`config.mk`:
```
export PLATFORM = sky130hd
export DESIGN_NAME = axi4lite_reg_slave_flat
export DESIGN_NICKNAME = d
export VERILOG_FILES = /design/src/rtl/axi4lite_reg_slave_if.sv /design/src/rtl/axi4lite_reg_slave.sv /design/src/flat_wrapper.sv
export SDC_FILE = /design/constraint.sdc
export NUM_CORES = 1
export LEC_CHECK = 0
export BUFFER_PORTS_ARGS = -buffer_cell sky130_fd_sc_hd__buf_4
export CORE_AREA = 2 2 263 265
export CTS_CLUSTER_SIZE = 24
export DETAILED_ROUTE_END_ITERATION = 6
export DIE_AREA = 0 0 265 267
export GPL_TIMING_DRIVEN = 0
export PLACE_DENSITY = 0.68
export SLEW_MARGIN = 25
export SYNTH_ARGS = -nofsm -noshare
export SYNTH_HDL_FRONTEND = slang
export SYNTH_SLANG_ARGS = --single-unit
```
`constraint.sdc`:
```
create_clock -name aclk -period 26.3 [get_ports aclk]
set_clock_uncertainty 0.15 [all_clocks]
set_input_delay 3.945 -clock aclk [delete_from_list [all_inputs] [get_ports aclk]]
set_output_delay 3.945 -clock aclk [all_outputs]
set_load 0.03 [all_outputs]
```
`src/rtl/axi4lite_reg_slave_if.sv`:
```
`default_nettype none
// ============================================================================
// Module   : axi4lite_reg_slave_if
// Brief    : AXI4-Lite bus bundle between an initiator and the register slave.
// Revision : 1.0
// ============================================================================
interface axi4lite_reg_slave_if #(
  parameter int N      = 4,
  parameter int ADDR_W = 32
);
  logic                awvalid;
  logic                awready;
  logic [ADDR_W-1:0]   awaddr;
  logic [2:0]          awprot;
  logic                wvalid;
  logic                wready;
  logic [8*N-1:0]      wdata;
  logic [N-1:0]        wstrb;
  logic                bvalid;
  logic                bready;
  logic [1:0]          bresp;
  logic                arvalid;
  logic                arready;
  logic [ADDR_W-1:0]   araddr;
  logic [2:0]          arprot;
  logic                rvalid;
  logic                rready;
  logic [8*N-1:0]      rdata;
  logic [1:0]          rresp;

  modport master (
    output awvalid, awaddr, awprot, wvalid, wdata, wstrb, bready,
    output arvalid, araddr, arprot, rready,
    input  awready, wready, bvalid, bresp, arready, rvalid, rdata, rresp
  );

  modport slave (
    input  awvalid, awaddr, awprot, wvalid, wdata, wstrb, bready,
    input  arvalid, araddr, arprot, rready,
    output awready, wready, bvalid, bresp, arready, rvalid, rdata, rresp
  );
endinterface
`default_nettype wire

```
`src/rtl/axi4lite_reg_slave.sv`:
```
`default_nettype none
// ============================================================================
// Module   : axi4lite_reg_slave
// Brief    : AXI4-Lite register bank with independent read/write FSMs,
//            byte strobes, DECERR outside the window and per-register pulses.
// Revision : 1.0
// ============================================================================
module axi4lite_reg_slave #(
  parameter int                N         = 4,
  parameter int                ADDR_W    = 32,
  parameter logic [ADDR_W-1:0] BASE_ADDR = '0,
  parameter int                NUM_REGS  = 16
) (
  input  logic                     aclk,
  input  logic                     areset,
  axi4lite_reg_slave_if.slave      s,
  output logic [NUM_REGS*8*N-1:0]  reg_out,
  output logic [NUM_REGS-1:0]      wr_pulse
);
  localparam int              c_DATA   = 8 * N;
  localparam int              c_LSB    = $clog2(N);
  localparam int              c_IDX_W  = (NUM_REGS > 1) ? $clog2(NUM_REGS) : 1;
  localparam logic [ADDR_W:0] c_WIN    = (ADDR_W+1)'(NUM_REGS * N);
  localparam logic [1:0]      c_OKAY   = 2'b00;
  localparam logic [1:0]      c_DECERR = 2'b11;

  typedef enum logic [0:0] {W_IDLE = 1'b0, W_RESP = 1'b1} wstate_t;
  typedef enum logic [0:0] {R_IDLE = 1'b0, R_DATA = 1'b1} rstate_t;

  wstate_t r_wstate, w_wstate_nxt;
  rstate_t r_rstate, w_rstate_nxt;

  logic [c_DATA-1:0]   r_regs [NUM_REGS];
  logic [NUM_REGS-1:0] r_wr_pulse;

  logic                r_aw_held, r_w_held;
  logic [ADDR_W-1:0]   r_awaddr;
  logic [c_DATA-1:0]   r_wdata;
  logic [N-1:0]        r_wstrb;
  logic [1:0]          r_bresp;
  logic [c_DATA-1:0]   r_rdata;
  logic [1:0]          r_rresp;

  logic                w_awready, w_wready, w_arready, w_bvalid, w_rvalid;
  logic                w_aw_hs, w_w_hs, w_ar_hs, w_commit;
  logic [ADDR_W-1:0]   w_awaddr_eff, w_woff, w_roff;
  logic [c_DATA-1:0]   w_wdata_eff;
  logic [N-1:0]        w_wstrb_eff;
  logic                w_win, w_rwin;
  logic [c_IDX_W-1:0]  w_widx, w_ridx;
  logic                w_unused;

  // Readies depend only on registered state so no VALID->READY path exists.
  assign w_awready = (r_wstate == W_IDLE) && !r_aw_held && !areset;
  assign w_wready  = (r_wstate == W_IDLE) && !r_w_held  && !areset;
  assign w_arready = (r_rstate == R_IDLE) && !areset;

  assign w_aw_hs = s.awvalid && w_awready;
  assign w_w_hs  = s.wvalid  && w_wready;
  assign w_ar_hs = s.arvalid && w_arready;

  assign w_awaddr_eff = r_aw_held ? r_awaddr : s.awaddr;
  assign w_wdata_eff  = r_w_held  ? r_wdata  : s.wdata;
  assign w_wstrb_eff  = r_w_held  ? r_wstrb  : s.wstrb;
  assign w_commit     = (r_wstate == W_IDLE) && (r_aw_held || w_aw_hs) && (r_w_held || w_w_hs);

  // Offsets wrap modulo 2^ADDR_W, so addresses below BASE_ADDR land out of range.
  assign w_woff = w_awaddr_eff - BASE_ADDR;
  assign w_roff = s.araddr - BASE_ADDR;
  assign w_win  = {1'b0, w_woff} < c_WIN;
  assign w_rwin = {1'b0, w_roff} < c_WIN;
  assign w_widx = w_woff[c_LSB +: c_IDX_W];
  assign w_ridx = w_roff[c_LSB +: c_IDX_W];

  assign w_unused = ^{s.awprot, s.arprot, w_woff, w_roff};

  // ---------------- write channel ----------------
  always_ff @(posedge aclk or posedge areset) begin
    if (areset) begin
      r_wstate <= W_IDLE;
    end else begin
      r_wstate <= w_wstate_nxt;
    end
  end

  always_comb begin
    w_wstate_nxt = r_wstate;
    w_bvalid     = 1'b0;
    case (r_wstate)
      W_IDLE: begin
        if (w_commit) begin
          w_wstate_nxt = W_RESP;
        end
      end
      W_RESP: begin
        w_bvalid = 1'b1;
        if (s.bready) begin
          w_wstate_nxt = W_IDLE;
        end
      end
      default: w_wstate_nxt = W_IDLE;
    endcase
  end

  always_ff @(posedge aclk or posedge areset) begin
    if (areset) begin
      r_aw_held <= 1'b0;
      r_w_held  <= 1'b0;
      r_awaddr  <= '0;
      r_wdata   <= '0;
      r_wstrb   <= '0;
      r_bresp   <= c_OKAY;
    end else if (r_wstate == W_RESP) begin
      if (s.bready) begin
        r_aw_held <= 1'b0;
        r_w_held  <= 1'b0;
      end
    end else begin
      if (w_aw_hs) begin
        r_aw_held <= 1'b1;
        r_awaddr  <= s.awaddr;
      end
      if (w_w_hs) begin
        r_w_held <= 1'b1;
        r_wdata  <= s.wdata;
        r_wstrb  <= s.wstrb;
      end
      if (w_commit) begin
        r_bresp <= w_win ? c_OKAY : c_DECERR;
      end
    end
  end

  // Register bank; the pulse fires even for an all-zero strobe.
  always_ff @(posedge aclk or posedge areset) begin
    if (areset) begin
      for (int i = 0; i < NUM_REGS; i++) begin
        r_regs[i] <= '0;
      end
      r_wr_pulse <= '0;
    end else begin
      r_wr_pulse <= '0;
      if (w_commit && w_win) begin
        r_wr_pulse[w_widx] <= 1'b1;
        for (int k = 0; k < N; k++) begin
          if (w_wstrb_eff[k]) begin
            r_regs[w_widx][8*k +: 8] <= w_wdata_eff[8*k +: 8];
          end
        end
      end
    end
  end

  // ---------------- read channel ----------------
  always_ff @(posedge aclk or posedge areset) begin
    if (areset) begin
      r_rstate <= R_IDLE;
    end else begin
      r_rstate <= w_rstate_nxt;
    end
  end

  always_comb begin
    w_rstate_nxt = r_rstate;
    w_rvalid     = 1'b0;
    case (r_rstate)
      R_IDLE: begin
        if (w_ar_hs) begin
          w_rstate_nxt = R_DATA;
        end
      end
      R_DATA: begin
        w_rvalid = 1'b1;
        if (s.rready) begin
          w_rstate_nxt = R_IDLE;
        end
      end
      default: w_rstate_nxt = R_IDLE;
    endcase
  end

  // Sampling r_regs here sees the pre-commit value on a same-edge write.
  always_ff @(posedge aclk or posedge areset) begin
    if (areset) begin
      r_rdata <= '0;
      r_rresp <= c_OKAY;
    end else if (w_ar_hs) begin
      r_rdata <= w_rwin ? r_regs[w_ridx] : '0;
      r_rresp <= w_rwin ? c_OKAY : c_DECERR;
    end
  end

  assign s.awready = w_awready;
  assign s.wready  = w_wready;
  assign s.bvalid  = w_bvalid;
  assign s.bresp   = r_bresp;
  assign s.arready = w_arready;
  assign s.rvalid  = w_rvalid;
  assign s.rdata   = r_rdata;
  assign s.rresp   = r_rresp;

  assign wr_pulse = r_wr_pulse;

  for (genvar i = 0; i < NUM_REGS; i++) begin : g_reg_out
    assign reg_out[i*c_DATA +: c_DATA] = r_regs[i];
  end

endmodule
`default_nettype wire
```
`src/flat_wrapper.sv`:
```
// flat-port wrapper written by rule: the top's interface ports become plain ports
module axi4lite_reg_slave_flat 
#(
  parameter int                N         = 4,
  parameter int                ADDR_W    = 32,
  parameter logic [ADDR_W-1:0] BASE_ADDR = '0,
  parameter int                NUM_REGS  = 16
)
  (aclk, areset, reg_out, wr_pulse, s_awvalid, s_awaddr, s_awprot, s_wvalid, s_wdata, s_wstrb, s_bready, s_arvalid, s_araddr, s_arprot, s_rready, s_awready, s_wready, s_bvalid, s_bresp, s_arready, s_rvalid, s_rdata, s_rresp);
  axi4lite_reg_slave_if #(.N(N), .ADDR_W(ADDR_W)) s_i ();
  input  logic aclk;
  input  logic areset;
  output logic [NUM_REGS*8*N-1:0] reg_out;
  output logic [NUM_REGS-1:0] wr_pulse;
  input wire logic [$bits(s_i.awvalid)-1:0] s_awvalid;
  input wire logic [$bits(s_i.awaddr)-1:0] s_awaddr;
  input wire logic [$bits(s_i.awprot)-1:0] s_awprot;
  input wire logic [$bits(s_i.wvalid)-1:0] s_wvalid;
  input wire logic [$bits(s_i.wdata)-1:0] s_wdata;
  input wire logic [$bits(s_i.wstrb)-1:0] s_wstrb;
  input wire logic [$bits(s_i.bready)-1:0] s_bready;
  input wire logic [$bits(s_i.arvalid)-1:0] s_arvalid;
  input wire logic [$bits(s_i.araddr)-1:0] s_araddr;
  input wire logic [$bits(s_i.arprot)-1:0] s_arprot;
  input wire logic [$bits(s_i.rready)-1:0] s_rready;
  output wire logic [$bits(s_i.awready)-1:0] s_awready;
  output wire logic [$bits(s_i.wready)-1:0] s_wready;
  output wire logic [$bits(s_i.bvalid)-1:0] s_bvalid;
  output wire logic [$bits(s_i.bresp)-1:0] s_bresp;
  output wire logic [$bits(s_i.arready)-1:0] s_arready;
  output wire logic [$bits(s_i.rvalid)-1:0] s_rvalid;
  output wire logic [$bits(s_i.rdata)-1:0] s_rdata;
  output wire logic [$bits(s_i.rresp)-1:0] s_rresp;
  assign s_i.awvalid = s_awvalid;
  assign s_i.awaddr = s_awaddr;
  assign s_i.awprot = s_awprot;
  assign s_i.wvalid = s_wvalid;
  assign s_i.wdata = s_wdata;
  assign s_i.wstrb = s_wstrb;
  assign s_i.bready = s_bready;
  assign s_i.arvalid = s_arvalid;
  assign s_i.araddr = s_araddr;
  assign s_i.arprot = s_arprot;
  assign s_i.rready = s_rready;
  assign s_awready = s_i.awready;
  assign s_wready = s_i.wready;
  assign s_bvalid = s_i.bvalid;
  assign s_bresp = s_i.bresp;
  assign s_arready = s_i.arready;
  assign s_rvalid = s_i.rvalid;
  assign s_rdata = s_i.rdata;
  assign s_rresp = s_i.rresp;
  axi4lite_reg_slave #(.N(N), .ADDR_W(ADDR_W), .BASE_ADDR(BASE_ADDR), .NUM_REGS(NUM_REGS)) u_core (.aclk(aclk), .areset(areset), .s(s_i), .reg_out(reg_out), .wr_pulse(wr_pulse));
endmodule
```
==> flow_summary.toml <==
[floorplanning]
design.core.area_um2 = 68000
die_w_um = 265
die_h_um = 267
start_util_pct = 42.1
boundaryPins = 682
num_rows = 96
die_area_um2 = 70800

[timing]
fin_ws_ps = 17180
timing.hold.ws_ps = 331
final-max-slew-violation-count = 0
max-slew-margin-rel_pct = 25.7
tightest_slew_ps = 1110
grt_setup_unrepaired = "no"
hold_violations = 0
fmax_mhz = 110
min_period_ps = 9120
finalCritPeriodShare_pct = 34.7
setup_viol = 0

[grt]
antenna_found_initial = 6
grt_pass1_vias = 21000
grt_pass1_wl_um = 155000
grt-ovfl-total = 0
track_usage_pct = 30.7
grt_max_degree = 103

[power_and_ir_drop]
p_per_area_nw_per_um2 = 65.9
vdd_drop_max_uv = 44.2
total_power_w = 0.00250
p_leak_nw = 18.2

[logic_synthesis]
synthMuxAreaShare_pct = 36.6
synth_top_family_by_area = "multiplexers"
ys_ff_latch = 632
syn_nets = 1902
synth.distinct_cells = 30
synthCells = 1789
yosys.area_share.simple_pct = 1.61
synth-xor-area-share_pct = 0
synth-compound-area-share_pct = 4.34
ys.warnings.count = 0
postSynthAreaPerCell_um2 = 16.0
synth-adder-area-share_pct = 0
synth_area_um2 = 28600
ys_seq_area_share_pct = 55.3

[route]
drc = 0
wl_per_cell_um = 31.4
wl_um = 109000
vias = 20200
firstDrtPassIters = 5
drtAntennaViolNets = 0
via_per_inst = 5.81
drt-initial-drc-count = 1449

[clock_network]
htree_num_levels = 3
numCtsBuffers = 72
clk_path_buf_depth = 3
cts_repair_resize_count = 0
path_clk_slew_ps = 60
postCtsSetupBuffers = 0
holdBufCountCts = 0
cts_tree = "done"
cts_root_buf = "clkbuf_16"
clk_latency_ps = 600
clkSinkCount = 632

[run_status]
status = "completed"

[worst_setup_path]
path_class = "primary input to output port"
arrival_ps = 5020
r2r_cells = 8
path_max_fanout = 6
crit_required_ps = 22210
startpoint_type = "primary input"
endpoint_kind = "output port"

[cells_and_area]
fillers = 5537
multi_input_area_um2 = 12700
fin_nets = 2653
final-seq-area_um2 = 15800
final_common_cell = "buf_4"
layout_common_cells = "670 x buf_4, 632 x dfrtp_1, 607 x mux2_2, 160 x mux4_2, 82 x clkbuf_1"
final_cells = 3480
areaGrowthSynthToFinish_pct = 32.7
layout-drive-gt1-share_pct = 64.8

[job]
cap_violations = 0

[placement]
preCtsSetupSlack_ps = 17190
gp_congestion = 0.912
port_buffers = 668
dpl.cell_count = 3345
post-dp-hpwl_um = 78400

[worst_hold_path]
hold_depth = 2
hold_class = "flip-flop to flip-flop"
[cell usage after synthesis]
cell,n,share of area [%]
a32o_1,1,0.035
inv_1,43,0.56
o21ai_0,38,0.67
nand3_1,1,0.017
and3_1,2,0.044
buf_4,2,0.052
clkbuf_1,85,1.1
a21boi_0,1,0.026
mux4_2,160,13
o32ai_1,5,0.15
nor4_1,12,0.26
mux2i_1,4,0.14
o2111ai_1,16,0.49
a21o_1,1,0.026
a22o_1,1,0.031
a221oi_2,1,0.052
nor4b_1,1,0.031
a21oi_1,2,0.035
buf_1,27,0.35
o22a_1,1,0.031
nor3_1,8,0.14
a211oi_2,64,2.8
nor2_1,22,0.29
nand2_1,37,0.49
nand2b_1,5,0.11
nand4_1,3,0.066
dfrtp_1,632,55
and2_1,3,0.066
or4_1,4,0.11
mux2_2,607,24
[worst paths after layout]
kind                       slack (ps)                  end                from
setup / recovery                17180            s_awready              areset
hold / removal                    330   u_core.s.rdata[18]  u_core.s.rdata[18]
setup reg to reg                21920  u_core.reg_out[311]    u_core.r_aw_held
hold reg to reg                   330   u_core.s.rdata[18]  u_core.s.rdata[18]
max in group asynchronous       21260  u_core.reg_out[322]              areset
min in group asynchronous        3370  u_core.reg_out[306]              areset
[cell type report]
type / instances / area share (%)
clock buffers: 100 / 5.48
well taps: 882 / 2.91
plain buffers: 114 / 1.26
flip-flops and latches: 632 / 41.7
inverters: 43 / 0.445
clock inverters: 28 / 0.992
repair buffers: 677 / 13.7
diodes: 4 / 0.0264
multi-input cells: 1000 / 33.5
[power breakdown]
| group | internal (W) | leakage, nW | switching [W] |
|---|---|---|---|
| clock network | 0.000633 | 1.21 | 0.000416 |
| logic | 0.000127 | 8.31 | 0.000266 |
| registers | 0.00103 | 8.68 | 0.0000322 |
| total | 0.00179 | 18.2 | 0.000714 |
[through the flow]
step | setup TNS, ps | instance area, um2 | util, %
after CTS | 0 | 37900 | 55.7
after global routing | 0 | 37900 | 55.8
after floorplan | 0 | 28600 | -
final | 0 | 37900 | 55.8
after detailed placement | 0 | 35400 | 52.1
after global placement | -1305710 | 34700 | 51.1
[sequential cells by signal, summed over array words and instances, names as in the netlist, 4 cells and up]
signal / cells
u_core.r_wstrb: 4
u_core.r_awaddr: 30
u_core.r_wdata: 32
u_core.s.rdata: 32
u_core.wr_pulse: 16
u_core.reg_out: 512
[cell families (layout without fill, tap and decap cells)]
logic type / after synthesis / in the layout
mux: 771 / 771
flops: 632 / 632
buf+inv: 157 / 962
simple gates: 98 / 98
compound gates: 131 / 131
other cells: 0 / 4
[metal layers]
metal / up-vias / share of wire, % / wire, um / global-route usage [%]
met5: - / 0.033 / 36 / 0
met4: 6 / 3.8 / 4110 / 11.4
met3: 212 / 8.1 / 8860 / 8.10
met2: 951 / 49 / 53100 / 50.0
met1: 10800 / 40 / 43300 / 39.7
li1: 8233 / - / - / -
[worst max-delay path, stage by stage]
cell and delay, ps:
buf_4 190, nor3_1 600, buf_4 280
Note: power is estimated with default switching activity, not from simulation.
